==> src/rtl/fifo_traffic_gen_if.sv <==
// Stimulus bundle carried from the traffic generator to a sync-FIFO under test.
// The generator owns every signal; the FIFO side only observes.
interface fifo_traffic_gen_if #(
   parameter int DATA_WIDTH = 16
);
   logic                  fifo_rst_n;
   logic                  wr_en;
   logic                  rd_en;
   logic [DATA_WIDTH-1:0] data_in;

   modport master (
      output fifo_rst_n,
      output wr_en,
      output rd_en,
      output data_in
   );

   modport slave (
      input fifo_rst_n,
      input wr_en,
      input rd_en,
      input data_in
   );
endinterface

==> src/rtl/fifo_traffic_gen.sv <==
// LFSR-driven stimulus generator for sync-FIFO DUTs: one DUT reset cycle, then
// NUM_TXN weighted random (or fill/drain/alternate) transactions, then a sticky done flag.
module fifo_traffic_gen #(
   parameter int DATA_WIDTH = 16,
   parameter int NUM_TXN    = 2000,
   parameter logic [31:0] SEED = 32'hACE1,
   parameter int RST_THRESH = 3,
   parameter int WR_THRESH  = 179,
   parameter int RD_THRESH  = 77,
   localparam int CW = $clog2(NUM_TXN + 1)
) (
   input  logic              clk,
   input  logic              rst_n,
   input  logic              start_i,
   input  logic              abort_i,
   input  logic [1:0]        mode_i,
   fifo_traffic_gen_if.master bus,
   output logic              drive_strobe_o,
   output logic              test_finished_o,
   output logic [CW-1:0]     txn_count_o,
   output logic [1:0]        state_o
);

   localparam logic [31:0] LFSR_MASK = 32'h80200003;
   localparam logic [31:0] SEED_EFF  = (SEED == 32'd0) ? 32'd1 : SEED;

   typedef enum logic [1:0] {S_IDLE, S_INIT, S_RUN, S_DONE} state_e;

   state_e                state_q;
   logic [1:0]            mode_q;
   logic [31:0]           lfsr_q, lfsr_d;
   logic                  fifo_rst_n_q, wr_en_q, rd_en_q, strobe_q, finished_q;
   logic [DATA_WIDTH-1:0] data_q, data_d;
   logic [CW-1:0]         count_q;
   logic                  fifo_rst_n_d, wr_en_d, rd_en_d;

   // The stepped LFSR value is what the transaction issued this cycle is built from.
   always_comb begin
      lfsr_d       = {1'b0, lfsr_q[31:1]} ^ (lfsr_q[0] ? LFSR_MASK : 32'd0);
      data_d       = lfsr_d[31 -: DATA_WIDTH];
      fifo_rst_n_d = 1'b1;
      wr_en_d      = 1'b0;
      rd_en_d      = 1'b0;
      case (mode_q)
         2'b00: begin
            fifo_rst_n_d = !({1'b0, lfsr_d[7:0]} < 9'(RST_THRESH));
            wr_en_d      = {1'b0, lfsr_d[15:8]} < 9'(WR_THRESH);
            rd_en_d      = {1'b0, lfsr_d[23:16]} < 9'(RD_THRESH);
         end
         2'b01: wr_en_d = 1'b1;
         2'b10: rd_en_d = 1'b1;
         default: begin
            wr_en_d = ~count_q[0];
            rd_en_d = count_q[0];
         end
      endcase
   end

   always_ff @(posedge clk) begin
      if (!rst_n || abort_i) begin
         state_q      <= S_IDLE;
         mode_q       <= 2'b00;
         lfsr_q       <= SEED_EFF;
         fifo_rst_n_q <= 1'b1;
         wr_en_q      <= 1'b0;
         rd_en_q      <= 1'b0;
         data_q       <= '0;
         strobe_q     <= 1'b0;
         finished_q   <= 1'b0;
         count_q      <= '0;
      end else begin
         case (state_q)
            S_IDLE, S_DONE: begin
               if (start_i) begin
                  state_q      <= S_INIT;
                  mode_q       <= mode_i;
                  fifo_rst_n_q <= 1'b0;
                  wr_en_q      <= 1'b1;
                  rd_en_q      <= 1'b0;
                  data_q       <= DATA_WIDTH'(3);
                  strobe_q     <= 1'b1;
                  finished_q   <= 1'b0;
                  count_q      <= '0;
               end else if (state_q == S_DONE) begin
                  fifo_rst_n_q <= 1'b1;
                  wr_en_q      <= 1'b0;
                  rd_en_q      <= 1'b0;
                  data_q       <= '0;
                  strobe_q     <= 1'b0;
                  finished_q   <= 1'b1;
               end
            end
            S_INIT, S_RUN: begin
               lfsr_q       <= lfsr_d;
               fifo_rst_n_q <= fifo_rst_n_d;
               wr_en_q      <= wr_en_d;
               rd_en_q      <= rd_en_d;
               data_q       <= data_d;
               strobe_q     <= 1'b1;
               count_q      <= count_q + 1'b1;
               state_q      <= (count_q == CW'(NUM_TXN - 1)) ? S_DONE : S_RUN;
            end
            default: state_q <= S_IDLE;
         endcase
      end
   end

   assign bus.fifo_rst_n    = fifo_rst_n_q;
   assign bus.wr_en         = wr_en_q;
   assign bus.rd_en         = rd_en_q;
   assign bus.data_in       = data_q;
   assign drive_strobe_o    = strobe_q;
   assign test_finished_o   = finished_q;
   assign txn_count_o       = count_q;
   assign state_o           = state_q;

endmodule
==> src/flat_wrapper.sv <==
// flat-port wrapper written by rule: the top's interface ports become plain ports
module fifo_traffic_gen_flat 
#(
   parameter int DATA_WIDTH = 16,
   parameter int NUM_TXN    = 2000,
   parameter logic [31:0] SEED = 32'hACE1,
   parameter int RST_THRESH = 3,
   parameter int WR_THRESH  = 179,
   parameter int RD_THRESH  = 77,
   localparam int CW = $clog2(NUM_TXN + 1)
)
  (clk, rst_n, start_i, abort_i, mode_i, drive_strobe_o, test_finished_o, txn_count_o, state_o, bus_fifo_rst_n, bus_wr_en, bus_rd_en, bus_data_in);
  fifo_traffic_gen_if #(.DATA_WIDTH(DATA_WIDTH)) bus_i ();
  input  logic clk;
  input  logic rst_n;
  input  logic start_i;
  input  logic abort_i;
  input  logic [1:0] mode_i;
  output logic drive_strobe_o;
  output logic test_finished_o;
  output logic [CW-1:0] txn_count_o;
  output logic [1:0] state_o;
  output wire logic [$bits(bus_i.fifo_rst_n)-1:0] bus_fifo_rst_n;
  output wire logic [$bits(bus_i.wr_en)-1:0] bus_wr_en;
  output wire logic [$bits(bus_i.rd_en)-1:0] bus_rd_en;
  output wire logic [$bits(bus_i.data_in)-1:0] bus_data_in;
  assign bus_fifo_rst_n = bus_i.fifo_rst_n;
  assign bus_wr_en = bus_i.wr_en;
  assign bus_rd_en = bus_i.rd_en;
  assign bus_data_in = bus_i.data_in;
  fifo_traffic_gen #(.DATA_WIDTH(DATA_WIDTH), .NUM_TXN(NUM_TXN), .SEED(SEED), .RST_THRESH(RST_THRESH), .WR_THRESH(WR_THRESH), .RD_THRESH(RD_THRESH)) u_core (.clk(clk), .rst_n(rst_n), .start_i(start_i), .abort_i(abort_i), .mode_i(mode_i), .bus(bus_i), .drive_strobe_o(drive_strobe_o), .test_finished_o(test_finished_o), .txn_count_o(txn_count_o), .state_o(state_o));
endmodule
==> config.mk <==
export PLATFORM = sky130hd
export DESIGN_NAME = fifo_traffic_gen_flat
export DESIGN_NICKNAME = d
export VERILOG_FILES = /design/src/rtl/fifo_traffic_gen_if.sv /design/src/rtl/fifo_traffic_gen.sv /design/src/flat_wrapper.sv
export SDC_FILE = /design/constraint.sdc
export NUM_CORES = 1
export LEC_CHECK = 0
export CORE_MARGIN = 8
export CORE_UTILIZATION = 56
export DETAILED_ROUTE_END_ITERATION = 12
export PLACE_DENSITY = 0.95
export SLEW_MARGIN = 20
export SYNTH_ARGS = -nofsm -noshare
export SYNTH_HDL_FRONTEND = slang
export SYNTH_SLANG_ARGS = --single-unit
==> constraint.sdc <==
create_clock -name clk -period 3.01 [get_ports clk]
set_input_delay 0.903 -clock clk [delete_from_list [all_inputs] [get_ports clk]]
set_output_delay 0.903 -clock clk [all_outputs]
set_load 0.02 [all_outputs]
==> results of run 1 <==
## where the power goes
part / switching (uW) / internal, uW / leakage, uW
Clock: 327 / 595 / 0.000127
Sequential: 12.2 / 914 / 0.000550
Combinational: 82.3 / 50.3 / 0.000408
## layout make-up
cell class                 instances  area (um2)  area share, %
multi-input combinational        201        1105          34.30
timing repair buffer              44       427.9          13.29
tap                               52       65.06          2.020
inverter                           3       11.26         0.3497
clock inverter                     4       95.09          2.953
clock buffer                      12       155.1          4.817
sequential                        68        1361          42.27
## registers in the layout, summed over array words and instances, names as in the netlist
| register | count |
|---|---|
| u_core.lfsr_q | 32 |
| u_core.drive_strobe_o | 1 |
| u_core.state_o | 2 |
| u_core.bus.data_in | 16 |
| u_core.bus.fifo_rst_n | 1 |
| u_core.bus.rd_en | 1 |
| u_core.mode_q | 2 |
| u_core.txn_count_o | 11 |
| u_core.test_finished_o | 1 |
| u_core.bus.wr_en | 1 |
## worst reg2reg max path, delay by kind of cell, from the launching register on
| kind | cells | cell delay [ps] |
|---|---|---|
| AND/OR/NAND/NOR | 3 | 920 |
| adder cells (fa/ha/maj) | 1 | 750 |
| flip-flops | 1 | 340 |
| AO/OA/AOI/OAI | 1 | 60 |
## logic make-up after synthesis
logic type	synth area share (%)
XOR/XNOR	1.718
flip-flops	53.39
AND/OR/NAND/NOR	20.12
adder cells (fa/ha/maj)	0.9812
buffers and inverters	3.287
multiplexers	7.115
AO/OA/AOI/OAI	13.40
## through the flow
stage	total power (uW)	util, %
after CTS	1984	73.46
final	1980	73.46
after global placement	1073	67.75
after detailed placement	1076	67.75
after floorplan	1035	-
after global routing	2045	73.46
## metal layers
| metal | GRT usage [%] | part of all wire (%) | vias to the layer above |
|---|---|---|---|
| met5 | 0 | 0 | - |
| met4 | 8.163 | 1.1 | 0 |
| met3 | 6.836 | 7.8 | 6 |
| met2 | 28.22 | 50 | 82 |
| met1 | 19.50 | 41 | 1065 |
| li1 | - | - | 1066 |
## final timing paths
path                       endpoint  slack, ps
min reg2reg  u_core.bus.data_in[12]        460
min          u_core.bus.data_in[12]        460
max                  txn_count_o[0]        620
max reg2reg   u_core.txn_count_o[9]        840
## synth_stat cells (2+ instances only)
library cell  instances
a21oi_1              36
a311oi_1              3
a31oi_1               2
buf_2                 7
buf_4                 2
clkbuf_1              6
dfxtp_1              68
ha_1                  2
inv_1                 2
mux2i_1              17
nand2_1              61
nand2b_1              5
nand3_1               7
nand4_1               3
nor2_1               26
nor3_1                3
nor4_1                2
o211ai_1              3
o21ai_0               8
o311a_1               2
o31ai_1               2
or3_1                 3
xnor2_1               2
xor2_1                3
==> key figures, run 1 <==
Critical path
  – CP max FO: 6
  – Reg2Reg Depth: 5
  – Worst setup EP type: primary output
  – Critical Path, Cell by Cell: clkdlybuf4s50_1
  – Critical Path Start: u_core.txn_count_o[0]
  – Max stage delay on crit path: 670 ps
  – CP required: 2110 ps
  – Critical setup path kind: reg2out
  – Worst R2R Start: u_core.state_o[0]
  – Levels on crit path: 1
  – Delay-heaviest family, CP: buffers and inverters
  – CP Launch Type: register
  – Slowest cell on crit path: clkdlybuf4s50_1
  – CP bufs+invs: 1
  – WP data arrival: 1480 ps

Floorplanning
  – Ports: 40
  – Die X: 83.48 um
  – # rows: 24
  – Die Span Y: 83.48 um
  – Die area: 6969 um2
  – Core area: 4384 um2
  – Initial core utilization: 58.16%

Clocking
  – Post-CTS setup buffers: 0
  – CTS clk-pin slew, worst paths: 70 ps
  – Clk Latency, worst-skew pair: 340 ps
  – Root Driver: clkbuf_8
  – Post-cts resize count: 0
  – Htree depth: 3
  – Number of CTS-inserted buffers: 9
  – CTS max path bufs: 2
  – CTS tree: built
  – CTS Hold Bufs: 0
  – Number of clock sinks: 68

Placement
  – Number of port buffers: 39
  – Setup WS pre-CTS: 510.6 ps
  – RD Place Congestion: 0.8322
  – Dpl hpwl: 4050 um
  – Post-DP Area: 2970 um2
  – Inst Count DP: 368

STA
  – Hold_ws: 456.4 ps
  – Final Hold Vio Count: 0
  – Tmin final: 2386 ps
  – Rel. slew slack: 53.12%
  – RSZ-0062 raised after global routing: no
  – Max Freq: 0.4191 GHz
  – Worst-margin pin slew: 703.2 ps
  – Setup WS post-layout: 623.9 ps
  – Final Slew Violations: 0
  – Period utilization: 79.27%
  – Setup Skew: 9.159 ps
  – TNS Setup: 0 ps
  – Final setup fails: 0

GRT
  – First-pass GRT wire length: 10100 um
  – Total track usage: 17.38%
  – Vias in the first global route: 2168
  – Largest net degree at the start of global routing: 32
  – Antenna violations before repair: 0
  – Grt total ovfl: 0

Hold path
  – Cell depth of the worst hold path: 2
  – Hold path start: u_core.bus.data_in[12]
  – Min-Delay Path Class: reg2reg

Power and ir drop
  – Leak: 0.001085 uW
  – Peak supply drop: 421.6 uV
  – Pwr dens: 614.8 nW/um2

Logic synthesis
  – Yosys top cell by area: dfxtp_1
  – Main area contributors after synthesis: dfxtp_1 53%, nand2_1 9.0%, a21oi_1 7.1%
  – Post-Synthesis Cell Area: 2550 um2
  – Synth unique cells: 36
  – Number of synthesized flops with an enable pin: 0
  – Yosys reg bits: 68
  – Cells after synthesis: 287
  – Top FF cell, synth: dfxtp_1
  – Share of the synthesized area in the top cell type: 53.39%
  – Synthesis Warnings: 0
  – Fraction of registers with async set/reset: 0%
  – Post-Syn Nets: 295
  – Avg Cell Area, Syn: 8.885 um2
  – Sequential fraction of the synthesis area: 53.39%

Final layout
  – Non-Filler Instances: 384
  – Layout fillers: 303
  – Antenna diode count: 0
  – Most common cell after layout, fill and taps aside: dfxtp_1
  – Nets@finish: 335
  – Area delta synth->final: 26.30%
  – Share of cells above drive strength 1: 6.627%
  – Commonest non-fill, non-tap cells in the layout: 68 x dfxtp_1, 61 x nand2_1, 39 x clkdlybuf4s50_1
  – Post-route cell area: 3221 um2

Detailed routing
  – Final WL: 6001 um
  – Drt wl/cell: 15.63 um
  – DR vias: 2219
  – Pre-Repair DR Iteration Count: 4
  – DRT antenna net count: 0
  – Iter 0 DRT Violations: 185
  – DR vias/cell: 5.779
  – Remaining DRCs: 0

Status
  – Outcome: complete, no violations

Run
  – Max Cap Viol: 0
Power figures use the tool's default switching activity.
==> run 2: changes to the inputs <==
--- a/config.mk
+++ b/config.mk
@@ -6,9 +6,9 @@
 export NUM_CORES = 1
 export LEC_CHECK = 0
 export CORE_MARGIN = 8
-export CORE_UTILIZATION = 56
+export CORE_UTILIZATION = 52
 export DETAILED_ROUTE_END_ITERATION = 12
-export PLACE_DENSITY = 0.95
+export PLACE_DENSITY = 0.9
 export SLEW_MARGIN = 20
 export SYNTH_ARGS = -nofsm -noshare
 export SYNTH_HDL_FRONTEND = slang
==> constraint.sdc (replaced) <==
create_clock -name clk -period 2.4 [get_ports clk]
set_input_delay 0.72 -clock clk [delete_from_list [all_inputs] [get_ports clk]]
set_output_delay 0.72 -clock clk [all_outputs]
set_load 0.02 [all_outputs]
==> key figures, run 2 (same netlist as run 1, synthesis figures left out) <==
Final layout
  – Nets@finish: 339
  – Largest Register: u_core.lfsr_q
  – Max reg flops: 32
  – Antenna diode count: 0
  – Layout fillers: 364
  – Commonest non-fill, non-tap cells in the layout: 68 x dfxtp_1, 61 x nand2_1, 39 x clkdlybuf4s50_1
  – Share of cells above drive strength 1: 7.738%
  – Most common cell after layout, fill and taps aside: dfxtp_1
  – Utilization after layout: 68.50%
  – Area delta synth->final: 26.89%

Detailed routing
  – Iter 0 DRT Violations: 149
  – DR vias: 2152
  – DRT antenna net count: 0
  – Final WL: 5700 um
  – Remaining DRCs: 0
  – Drt wl/cell: 14.14 um
  – Pre-Repair DR Iteration Count: 4
  – DR vias/cell: 5.340

Placement
  – RD Place Congestion: 0.8156
  – Setup WS pre-CTS: 279.0 ps
  – Number of port buffers: 39
  – Dpl hpwl: 3994 um

STA
  – Final Slew Violations: 0
  – RSZ-0062 raised after global routing: no
  – Final setup fails: 0
  – Rel. slew slack: 74.31%
  – Final Hold Vio Count: 0
  – Setup Skew: 6.185 ps
  – Tmin final: 2159 ps
  – Period utilization: 89.95%
  – TNS Setup: 0 ps
  – Setup WS post-layout: 241.2 ps
  – Max Freq: 0.4632 GHz
  – Worst-margin pin slew: 384.5 ps
  – Hold_ws: 454.3 ps

Clocking
  – CTS tree: built
  – Post-cts resize count: 0
  – CTS clk-pin slew, worst paths: 70 ps
  – Post-CTS setup buffers: 0
  – Root Driver: clkbuf_8
  – CTS max path bufs: 2
  – Clk Latency, worst-skew pair: 350 ps
  – Number of clock sinks: 68
  – CTS Hold Bufs: 0
  – Htree depth: 3
  – Number of CTS-inserted buffers: 9

GRT
  – Grt total ovfl: 0
  – Vias in the first global route: 2132
  – First-pass GRT wire length: 9549 um
  – Total track usage: 16.77%
  – Antenna violations before repair: 0
  – Largest net degree at the start of global routing: 29

Power and ir drop
  – Sw Share: 23.20%
  – Reg power frac: 49.6%
  – Pwr dens: 723.5 nW/um2
  – Clk pwr share: 43.2%
  – Reported net switching power: 543.2 uW
  – Power Internal: 1798 uW
  – Post-layout power: 2341 uW
  – Leak: 0.001082 uW
  – Comb power frac: 7.2%
  – Peak supply drop: 352.6 uV

Critical path
  – CP max FO: 7
  – Reg2Reg Depth: 6
  – Crit path capture: txn_count_o[6]
  – Critical Path Start: u_core.txn_count_o[6]
  – Max stage delay on crit path: 650 ps
  – Worst R2R Start: u_core.state_o[0]
  – CP bufs+invs: 1
  – Slowest cell on crit path: clkdlybuf4s50_1
  – R2R Setup Slk: 530 ps
  – CP Launch Type: register
  – Delay-heaviest family, CP: buffers and inverters
  – Levels on crit path: 1
  – Worst reg2reg path endpoint: u_core.txn_count_o[6]
  – Worst setup EP type: primary output
  – WP data arrival: 1440 ps
  – Critical Path, Cell by Cell: clkdlybuf4s50_1
  – CP required: 1680 ps
  – Critical setup path kind: reg2out

Hold path
  – Min-Delay Path Class: reg2reg

Floorplanning
  – Die X: 86.03 um
  – Die Span Y: 86.03 um
  – Die area: 7400 um2
  – Ports: 40
  – # rows: 25
  – Core area: 4723 um2
  – Initial core utilization: 53.99%

Run
  – Max Cap Viol: 0

Status
  – Outcome: complete, no violations
==> run 2: cell count changes in the layout (fill, tap and decap cells not counted), sizes merged <==
cell,previous run,this run
bufinv,3,2
clkbuf,12,10
clkinv,1,2
clkinvlp,0,2
buf,5,9
==> run 2: per-layer routing <==
metal  GRT usage, %  vias to the layer above  wire, um
met2          26.24                       59      2720
met3          7.927                        8       487
met1          18.41                     1006      2386
met4          8.917                        0       106
li1               -                     1079         -
met5              0                        -         0
==> run 2: worst min path at each step <==
stage,start,to,slack [ps],cells after the start
3_5_place_dp,u_core.bus.data_in[3],u_core.bus.data_in[3],450,2
6_report,u_core.bus.data_in[3],u_core.bus.data_in[3],450,2
2_1_floorplan,u_core.lfsr_q[25],u_core.lfsr_q[25],440,2
4_1_cts,u_core.bus.data_in[3],u_core.bus.data_in[3],460,2
5_1_grt,u_core.bus.data_in[12],u_core.bus.data_in[12],470,2
3_3_place_gp,u_core.bus.data_in[10],u_core.bus.data_in[10],440,2
==> run 2: cell type report <==
type                    count  area [um2]  area share (%)
clock buffers              10       127.6           3.944
clock inverters             6       88.84           2.746
inverters                   3       11.26          0.3480
multi-input cells         201        1105           34.15
flip-flops and latches     68        1361           42.07
well taps                  67       83.83           2.591
repair buffers             48       457.9           14.15
==> run 2: stage by stage <==
stage               cells  cell area, um2
finish                403            3236
global route          403            3236
CTS                   403            3236
detailed placement    387            3019
global placement      387            3019
floorplan             287            2550
==> run 2: power groups by stage <==
stage | registers, uW | clock network (uW) | logic (uW)
global route | 1160 | 1090 | 186
detailed placement | 1190 | 0 | 169
CTS | 1160 | 1030 | 170
global placement | 1190 | 0 | 164
floorplan | 1190 | 0 | 105
finish | 1160 | 1010 | 170
==> run 2: tightest hold or removal path, stage by stage (launching register included) <==
cell     delay [ps]
dfxtp_1         310
nand2_1          50
a21oi_1          50
